<file path="src/rtl/serial_slt.sv">
// Bit-serial signed less-than / equality unit: LSB-first subtract with a single
// carry flop, one operand bit per clock, results returned over valid/ready.
module serial_slt #(
    parameter int N = 32
) (
    input  logic         clk,
    input  logic         rst_n,
    input  logic         i_valid,
    output logic         o_ready,
    input  logic [N-1:0] a,
    input  logic [N-1:0] b,
    output logic         o_valid,
    input  logic         i_ready,
    output logic         o_lt,
    output logic         o_eq,
    output logic [1:0]   dbg_state
);

    // Handshake: a transfer happens on a rising edge where valid and ready are
    // both high; operands move on i_valid&o_ready, results on o_valid&i_ready.

    localparam int CW = (N > 1) ? $clog2(N) : 1;
    localparam logic [CW-1:0] LAST = CW'(N - 1);

    typedef enum logic [1:0] {
        IDLE = 2'd0,
        RUN  = 2'd1,
        DONE = 2'd2
    } state_t;

    state_t        state;
    logic [N-1:0]  sa;
    logic [N-1:0]  sb;
    logic          carry;
    logic          nz;
    logic [CW-1:0] cnt;

    logic bit_a;
    logic bit_nb;
    logic d;
    logic c_out;
    logic last;

    // One slice of a + ~b + 1; the carry flop starts at 1 to supply the +1.
    always_comb begin
        bit_a  = sa[0];
        bit_nb = ~sb[0];
        d      = bit_a ^ bit_nb ^ carry;
        c_out  = (bit_a & bit_nb) | (bit_a & carry) | (bit_nb & carry);
        last   = (cnt == LAST);
    end

    always_ff @(posedge clk or negedge rst_n) begin
        if (!rst_n) begin
            state   <= IDLE;
            o_ready <= 1'b1;
            o_valid <= 1'b0;
            o_lt    <= 1'b0;
            o_eq    <= 1'b0;
            carry   <= 1'b0;
            nz      <= 1'b0;
            cnt     <= '0;
            sa      <= '0;
            sb      <= '0;
        end else begin
            case (state)
                IDLE: begin
                    if (i_valid && o_ready) begin
                        sa      <= a;
                        sb      <= b;
                        carry   <= 1'b1;
                        nz      <= 1'b0;
                        cnt     <= '0;
                        o_ready <= 1'b0;
                        state   <= RUN;
                    end
                end
                RUN: begin
                    nz    <= nz | d;
                    carry <= c_out;
                    sa    <= sa >> 1;
                    sb    <= sb >> 1;
                    cnt   <= cnt + 1'b1;
                    if (last) begin
                        // Sign of the difference corrected by signed overflow
                        // (carry into MSB differs from carry out of MSB).
                        o_lt    <= d ^ (carry ^ c_out);
                        o_eq    <= ~(nz | d);
                        o_valid <= 1'b1;
                        cnt     <= '0;
                        state   <= DONE;
                    end
                end
                DONE: begin
                    if (i_ready) begin
                        o_valid <= 1'b0;
                        o_ready <= 1'b1;
                        state   <= IDLE;
                    end
                end
                default: begin
                    o_valid <= 1'b0;
                    o_ready <= 1'b1;
                    state   <= IDLE;
                end
            endcase
        end
    end

    assign dbg_state = state;

endmodule

</file>
<file path="config.mk">
export PLATFORM = sky130hd
export DESIGN_NAME = serial_slt
export DESIGN_NICKNAME = d
export VERILOG_FILES = /design/src/rtl/serial_slt.sv
export SDC_FILE = /design/constraint.sdc
export NUM_CORES = 1
export LEC_CHECK = 0
export CAP_MARGIN = 0
export CORE_UTILIZATION = 35
export DETAILED_ROUTE_END_ITERATION = 6
export GPL_ROUTABILITY_DRIVEN = 0
export PLACE_DENSITY_LB_ADDON = 0.1
export SYNTH_ARGS = -nofsm -noshare
export SYNTH_HDL_FRONTEND = slang
export SYNTH_SLANG_ARGS = --single-unit
</file>
<file path="constraint.sdc">
create_clock -name clk -period 1.85 [get_ports clk]
set_clock_uncertainty 0.15 [all_clocks]
set_input_delay 0.4625 -clock clk [delete_from_list [all_inputs] [get_ports clk]]
set_output_delay 0.4625 -clock clk [all_outputs]
set_load 0.005 [all_outputs]
</file>
* After elaboration in Yosys (flattened, before gate mapping)
Index checks and enable logic that the tools add are counted.
** Word-level totals
- Bits in read-only memories :: 0
- Latch bits :: 0
- Flip-flop bits (word level) :: 77
- Memories kept :: 0
- Output and inout bits :: 6
- Bits in writable memories :: 0
** Cells by class
- Eq/ne operators :: 6
- Divide/modulo/power cells :: 0
- Mux-type cells :: 20
- Reductions and logical operators :: 8
- Bitwise logic cells :: 14
- Shift operators :: 0
- Order comparisons :: 0
- Add/sub/neg operators :: 1
- Multipliers :: 0
** Operators with widths (number)
- $pmux 32 s2 :: 2
- $mux 32 :: 2
- $mux 5 :: 2
- $pmux 5 s2 :: 1
- $reduce_and 3->1 :: 3
- $mux 2 :: 3
- $ne 2x2->1 const B :: 3
- $pmux 1 s3 :: 2
- $pmux 2 s3 :: 1
- $add 5x1->5 const B :: 1
- $eq 5x5->1 const B :: 1
- $mux 1 :: 5
- $not 1->1 :: 4
- $pmux 1 s2 :: 2
- $reduce_and 2->1 :: 2
- $xor 1x1->1 :: 4
- $and 1x1->1 :: 3
- $or 1x1->1 :: 3
- $eq 2x1->1 const B :: 1
- $eq 2x2->1 const B :: 1
- $logic_not 2->1 :: 1
- $reduce_bool 2->1 :: 1
- $logic_and 1x1->1 :: 1

* Longest topological paths before layout
Gate-level depths: netlist of run 1.
- Depth in word-level cells :: 6
- Mapped depth :: 6
- Mapped depth without buffers :: 6

* Worst setup path after synthesis of run 1
OpenSTA, ideal clock, no wires.
- Kind :: reg-to-reg
- Start :: register cnt[0]
- End :: register cnt[2]
- Library setup time :: 64 ps
- Stages on the path, launching flop included :: 7
- Slack :: -37 ps
- Data arrival time :: 1672 ps
- Path buffers :: 0
- Cells stage by stage :: dfrtp_1 > ha_1 > and3_1 > ha_1 > or3b_1 > nor3b_1 > a211o_1
** Between the ends
- Word-level cells in the longest chain between the ends :: 3
** RTL lines
- start, declared :: line 36 : logic [CW-1:0] cnt;
- start signal, assigned :: line 83 : cnt <= cnt + 1'b1;
- $add 5x1->5 / $eq 5x5->1 (equally long branches) :: line 83, 50
- $mux 5 (*) :: line 84 : if (last) begin
- $pmux 5 s2 (*) :: line 66 : case (state)
Every way passes the cells marked *; elsewhere a longest branch is shown, timed or not.
A chain may end at the register's enable or synchronous reset.

* Final worst setup path of run 1
- Start :: register cnt[1]
- End :: register cnt[2]
Same word-level chain as after synthesis.

==> results of run 1 <==
==> cells by family (layout without fill, tap and decap cells) <==
family                   after synthesis  count (layout)  share of synthesized area [%]
multiplexers                          63              63                           17.0
AO/OA/AOI/OAI                        143             143                           20.4
buffers and inverters                 34             118                           5.95
AND/OR/NAND/NOR                       22              22                           3.34
adder cells (fa/ha/maj)                4               4                           1.74
flip-flops                            77              77                           51.5
==> per-layer routing <==
metal / vias up / part of all wire [%] / global-route usage [%]
met5: - / 0 / 0
met4: 0 / 1.2 / 5.43
met3: 9 / 4.9 / 3.59
met2: 65 / 46 / 25.9
met1: 1417 / 48 / 23.3
li1: 1398 / - / -
==> flip-flops by register name, summed over array words and instances, names as in the netlist, 2 cells and up <==
register and cells:
cnt 5, sa 32, sb 32, dbg_state 2
==> repair_timing <==
action | CTS | global route
endpoints found under the setup margin | 7 | 35
pin swaps | 1 | 4
setup buffers | 3 | 0
resized for setup | 6 | 8
hold buffers | 1 | 0
endpoints found under the hold margin | 18 | 0
==> power by group <==
part           internal [mW]  switching [mW]  leakage [nW]
sequential              2.45           0.387         0.954
combinational           1.63            1.71          1.20
clock                  0.697           0.626         0.102
==> worst max-delay path, cell delays in order, from the launching register on <==
cell     delay, ns
dfrtp_1       0.39
ha_2          0.20
and3_4        0.18
ha_4          0.15
or3b_4        0.39
nor3b_2       0.18
a211o_1       0.11
==> layout make-up <==
class	count	area [um2]
fill	965	5360
sequential	77	1930
multi-input combinational	232	1640
timing repair buffer	98	997
tap	136	170
clock buffer	11	151
clock inverter	5	58.8
inverter	4	15.0
==> worst paths after layout <==
check | from | endpoint | cells after the start
max in group asynchronous | rst_n | sa[6] | 3
min in group asynchronous | rst_n | sa[18] | 2
worst max register to register | cnt[1] | cnt[2] | 6
worst min register to register | o_eq | o_eq | 2
worst max-delay path | cnt[1] | cnt[2] | 6
worst min-delay path | o_eq | o_eq | 2
==> Yosys cell counts, types with 2 or more instances <==
| library cell | instances |
|---|---|
| clkbuf_1 | 13 |
| mux2i_1 | 61 |
| nand3_1 | 2 |
| ha_1 | 2 |
| clkbuf_2 | 4 |
| buf_4 | 4 |
| nor2_1 | 2 |
| a22o_1 | 2 |
| nor3b_1 | 2 |
| buf_6 | 7 |
| buf_8 | 2 |
| a211o_1 | 2 |
| inv_1 | 4 |
| fa_1 | 2 |
| o21ai_1 | 57 |
| o21ai_0 | 71 |
| a21oi_1 | 5 |
| nand2_1 | 7 |
| dfrtp_1 | 76 |
==> cell usage in the layout (no fill, tap or decap), types with 4 or more instances in the layout <==
cell type        instances
a21oi_1                  5
clkdlybuf4s50_1         66
o21ai_1                 57
nand2_1                  7
clkbuf_8                11
dlygate4sd2_1            4
buf_12                   6
o21ai_0                 71
mux2i_1                 60
inv_1                    4
dfrtp_1                 74
buf_4                   18
==> stage by stage <==
step	setup WS, ns	util, %	instances	TNS (ns)	instance area, um2
after floorplan	0.0201	-	343	0	3750
after global placement	-0.269	45.4	543	-16.75	4690
after detailed placement	-0.311	45.4	543	-17.85	4690
after CTS	0.00324	47.7	563	0	4930
after global routing	-0.00646	48.1	563	-0.00646	4960
final	0.0459	48.1	563	0	4960
==> impl_metrics.env, run 1 <==
export IMPL_status="complete, no violations"
export IMPL_start_kind="flop"
export IMPL_grt_pass1_vias=2885
export IMPL_fp_dieH_um=105
export IMPL_ir_worst_vdd_mv=0.715
export IMPL_rows=37
export IMPL_ys_types=37
export IMPL_cts_tree="yes"
export IMPL_finalPower_mw=7.51
export IMPL_pin_count=74
export IMPL_required_ns=1.98
export IMPL_h_tree_depth=3
export IMPL_synth_edff_count=0
export IMPL_track_usage_pct=16.7
export IMPL_finalSetupViolations=0
export IMPL_hold_ws_ns=0.343
export IMPL_netlist_area_leader_share_pct=50.8
export IMPL_synth_seq_area_share_pct=51.5
export IMPL_grt_overflow=0
export IMPL_num_vias=2889
export IMPL_fin_crit_ns=1.80
export IMPL_end_kind="flop"
export IMPL_drv_cap=0
export IMPL_clk_latency_ns=0.34
export IMPL_ys_warn_count=0
export IMPL_ys_flop_type="dfrtp_1"
export IMPL_grt_max_degree=63
export IMPL_synth_top_cell_by_area="dfrtp_1"
export IMPL_synthTopCellsByArea="dfrtp_1 (51%), mux2i_1 (16%), o21ai_0 (9.5%)"
export IMPL_cp_data_arrival_time_ns=1.93
export IMPL_powerDensity_nw_per_um2=1510
export IMPL_final_nets=494
export IMPL_ys_ff_latch=77
export IMPL_fp_dieArea_um2=11100
export IMPL_critPathKind="reg -> reg"
export IMPL_routedWlPerCell_um=15.7
export IMPL_hp_class="reg -> reg"
export IMPL_grt_pass1_wl_mm=14.6
export IMPL_async_flop_share_pct=100
export IMPL_drt_drc_violations_left=0
export IMPL_worstMarginPinSlew_ns=0.419
export IMPL_diodes=0
export IMPL_r2r_slack_ns=0.05
export IMPL_grt_setup_unrepaired="true"
export IMPL_hold_viol_final=0
export IMPL_max_freq_ghz=0.554
export IMPL_vias_per_cell=5.13
export IMPL_hpwlAfterDp_mm=5.68
export IMPL_drive_above_1_share_pct=13.3
export IMPL_clk_pin_slew_ns=0.08
export IMPL_core_area_um2=10300
export IMPL_post_route_period_util_pct=97.5
export IMPL_drt_iter0_drc=139
export IMPL_finalWirelength_mm=8.82
export IMPL_synth_area_per_cell_um2=10.9
export IMPL_p_leak_nw=2.26
export IMPL_syn_inst=343
export IMPL_syn_to_final_growth_pct=32.6
export IMPL_postRouteAntennaNets=0
export IMPL_synth_area_um2=3740
export IMPL_port_buffers=73
export IMPL_cts_root_buffer="clkbuf_8"
export IMPL_die_w_um=105
export IMPL_clockBufferDepth=2
export IMPL_cp_max_fo=3
export IMPL_initial_core_util_pct=36.3
export IMPL_drt_pass1_iterations=4
export IMPL_slew_viol_final=0
export IMPL_relSlewSlack_pct=72.1
export IMPL_cts_sinks=77
export IMPL_numCtsBuffers=9
export IMPL_syn_num_nets=415
export IMPL_grt_antenna_before_repair=0
No activity file was read; power rests on OpenSTA's default activity.
==> run 2, diff against run 1 <==
--- a/config.mk
+++ b/config.mk
@@ -6,6 +6,7 @@
 export NUM_CORES = 1
 export LEC_CHECK = 0
 export CAP_MARGIN = 0
+export CORE_MARGIN = 4
 export CORE_UTILIZATION = 35
 export DETAILED_ROUTE_END_ITERATION = 6
 export GPL_ROUTABILITY_DRIVEN = 0
==> run 2 against run 1 <==
Against the previous run:
- non-clock buffer count rose by 3
- clock power barely moved
- utilization is 0.90 points lower
- final cell count up 0.53%
- sequential share of layout area rose by 0.57 points
- design area down 1.4%
- wire length increased by 2.0%
- worst setup slack better by 0.019 ns
- register-to-register slack gained 0.02 ns
- combinational power fell by 3%
- fmax grew 1.0%
- via count unchanged
- critical path type unchanged
- critical endpoint is now cnt[3]
==> impl_metrics.env, run 2 (synthesis results as in run 1) <==
export IMPL_clk_latency_ns=0.35
export IMPL_start_kind="flop"
export IMPL_initial_core_util_pct=36.1
export IMPL_grt_setup_unrepaired="true"
export IMPL_port_buffers=73
export IMPL_p_sw_share_pct=35.9
export IMPL_drt_drc_violations_left=0
export IMPL_powerDensity_nw_per_um2=1520
export IMPL_worstMarginPinSlew_ns=0.426
export IMPL_clockBufferDepth=2
export IMPL_routedWlPerCell_um=15.9
export IMPL_rows=37
export IMPL_power_switching_mw=2.66
export IMPL_layout_common_cells="dfrtp_1 (74), o21ai_0 (71), clkdlybuf4s50_1 (66)"
export IMPL_fin_crit_ns=1.79
export IMPL_max_freq_ghz=0.560
export IMPL_hold_ws_ns=0.362
export IMPL_drv_cap=0
export IMPL_track_usage_pct=15.1
export IMPL_placed_area_um2=4640
export IMPL_h_tree_depth=3
export IMPL_power_frac_seq_pct=38.1
export IMPL_status="complete, no violations"
export IMPL_critPathKind="reg -> reg"
export IMPL_largestRegisters="sa (32), sb (32), cnt (5)"
export IMPL_design_area_um2=4890
export IMPL_final_nets=497
export IMPL_fp_dieH_um=111
export IMPL_fill_cells=1001
export IMPL_numCtsBuffers=9
export IMPL_finalNonFillerCells=566
export IMPL_die_w_um=111
export IMPL_relSlewSlack_pct=71.6
export IMPL_required_ns=1.99
export IMPL_hp_class="reg -> reg"
export IMPL_diodes=0
export IMPL_dpl_cell_count=545
export IMPL_hpwlAfterDp_mm=5.97
export IMPL_drt_pass1_iterations=4
export IMPL_syn_to_final_growth_pct=30.7
export IMPL_vias_per_cell=5.10
export IMPL_cts_root_buffer="clkbuf_8"
export IMPL_num_vias=2889
export IMPL_cp_max_fo=3
export IMPL_p_clk_share_pct=18.2
export IMPL_post_route_period_util_pct=96.5
export IMPL_core_area_um2=10400
export IMPL_grt_antenna_before_repair=0
export IMPL_p_int_mw=4.76
export IMPL_grt_max_degree=78
export IMPL_drt_iter0_drc=180
export IMPL_grt_pass1_vias=2892
export IMPL_fp_dieArea_um2=12400
export IMPL_finalSetupViolations=0
export IMPL_cts_sinks=77
export IMPL_pin_count=74
export IMPL_grt_pass1_wl_mm=15.2
export IMPL_hold_viol_final=0
export IMPL_cp_data_arrival_time_ns=1.93
export IMPL_drive_above_1_share_pct=13.3
export IMPL_finalWirelength_mm=9.00
export IMPL_combPwrFrac_pct=43.7
export IMPL_ir_worst_vdd_mv=0.555
export IMPL_final_common_cell="dfrtp_1"
export IMPL_finalPower_mw=7.42
export IMPL_clk_pin_slew_ns=0.08
export IMPL_slew_viol_final=0
export IMPL_grt_overflow=0
export IMPL_p_leak_nw=2.25
export IMPL_postRouteAntennaNets=0
export IMPL_end_kind="flop"
export IMPL_cts_tree="yes"
==> run 2: cell count changes in the layout (fill, tap and decap cells not counted), sizes merged <==
cell and change:
clkbuf +1, dlymetal6s2s -1, dlygate4sd2 +1, buf +3, clkinvlp -2, clkinv +1
==> run 2: stage by stage <==
| step | utilization [%] | setup TNS [ns] | worst slack [ns] |
|---|---|---|---|
| after global placement | 44.7 | -15.14 | -0.259 |
| after detailed placement | 44.7 | -17.02 | -0.305 |
| final | 47.2 | 0 | 0.0645 |
| after floorplan | - | 0 | 0.0201 |
| after CTS | 47.1 | 0 | 0.00199 |
| after global routing | 47.2 | -0.0435 | -0.0243 |
==> run 2: cell type report <==
type                    instances  area, um2  share of cell area [%]
clock buffers                  12        165                    3.38
clock inverters                 4       45.0                   0.921
inverters                       4       15.0                   0.307
multi-input cells             232       1620                    33.0
flip-flops and latches         77       1930                    39.5
well taps                     136        170                    3.48
repair buffers                101        950                    19.4
==> run 2: routing by layer <==
metal | vias up | track usage (%) | part of all wire [%]
met5 | - | 0 | 0
met1 | 1412 | 21.5 | 48
met3 | 10 | 4.57 | 5.1
met4 | 0 | 3.65 | 1.1
li1 | 1397 | - | -
met2 | 70 | 22.5 | 46
==> run 2: power groups by stage <==
stage	Sequential [mW]	Combinational [mW]	Clock, mW
after global routing	2.92	3.68	1.47
after floorplan	2.76	2.53	0
after detailed placement	2.89	3.23	0
final	2.83	3.24	1.35
after CTS	2.83	3.30	1.40
after global placement	2.87	3.15	0
==> run 2: worst max-delay path: stages (launching register included) <==
cell	delay [ns]
dfrtp_1	0.39
ha_2	0.19
and3_1	0.18
ha_2	0.17
or3b_4	0.39
nor3_1	0.14
a211o_1	0.12
==> run 2: final timing paths <==
| path | from | endpoint | slack [ns] | cells after the start |
|---|---|---|---|---|
| max | cnt[0] | cnt[3] | 0.06 | 6 |
| min | nz | o_eq | 0.36 | 1 |
| max reg2reg | cnt[0] | cnt[3] | 0.06 | 6 |
| min reg2reg | nz | o_eq | 0.36 | 1 |
| max in group asynchronous | rst_n | o_ready | 0.65 | 3 |
| min in group asynchronous | rst_n | sa[16] | 0.53 | 3 |
==> run 2: what timing repair did <==
item	4_1_cts	5_1_grt
hold buffers	1	0
pin swaps	0	3
endpoints found under the hold margin	62	0
resized for setup	7	2
setup endpoints to repair	7	6
buffers inserted	4	0
cloned	0	0
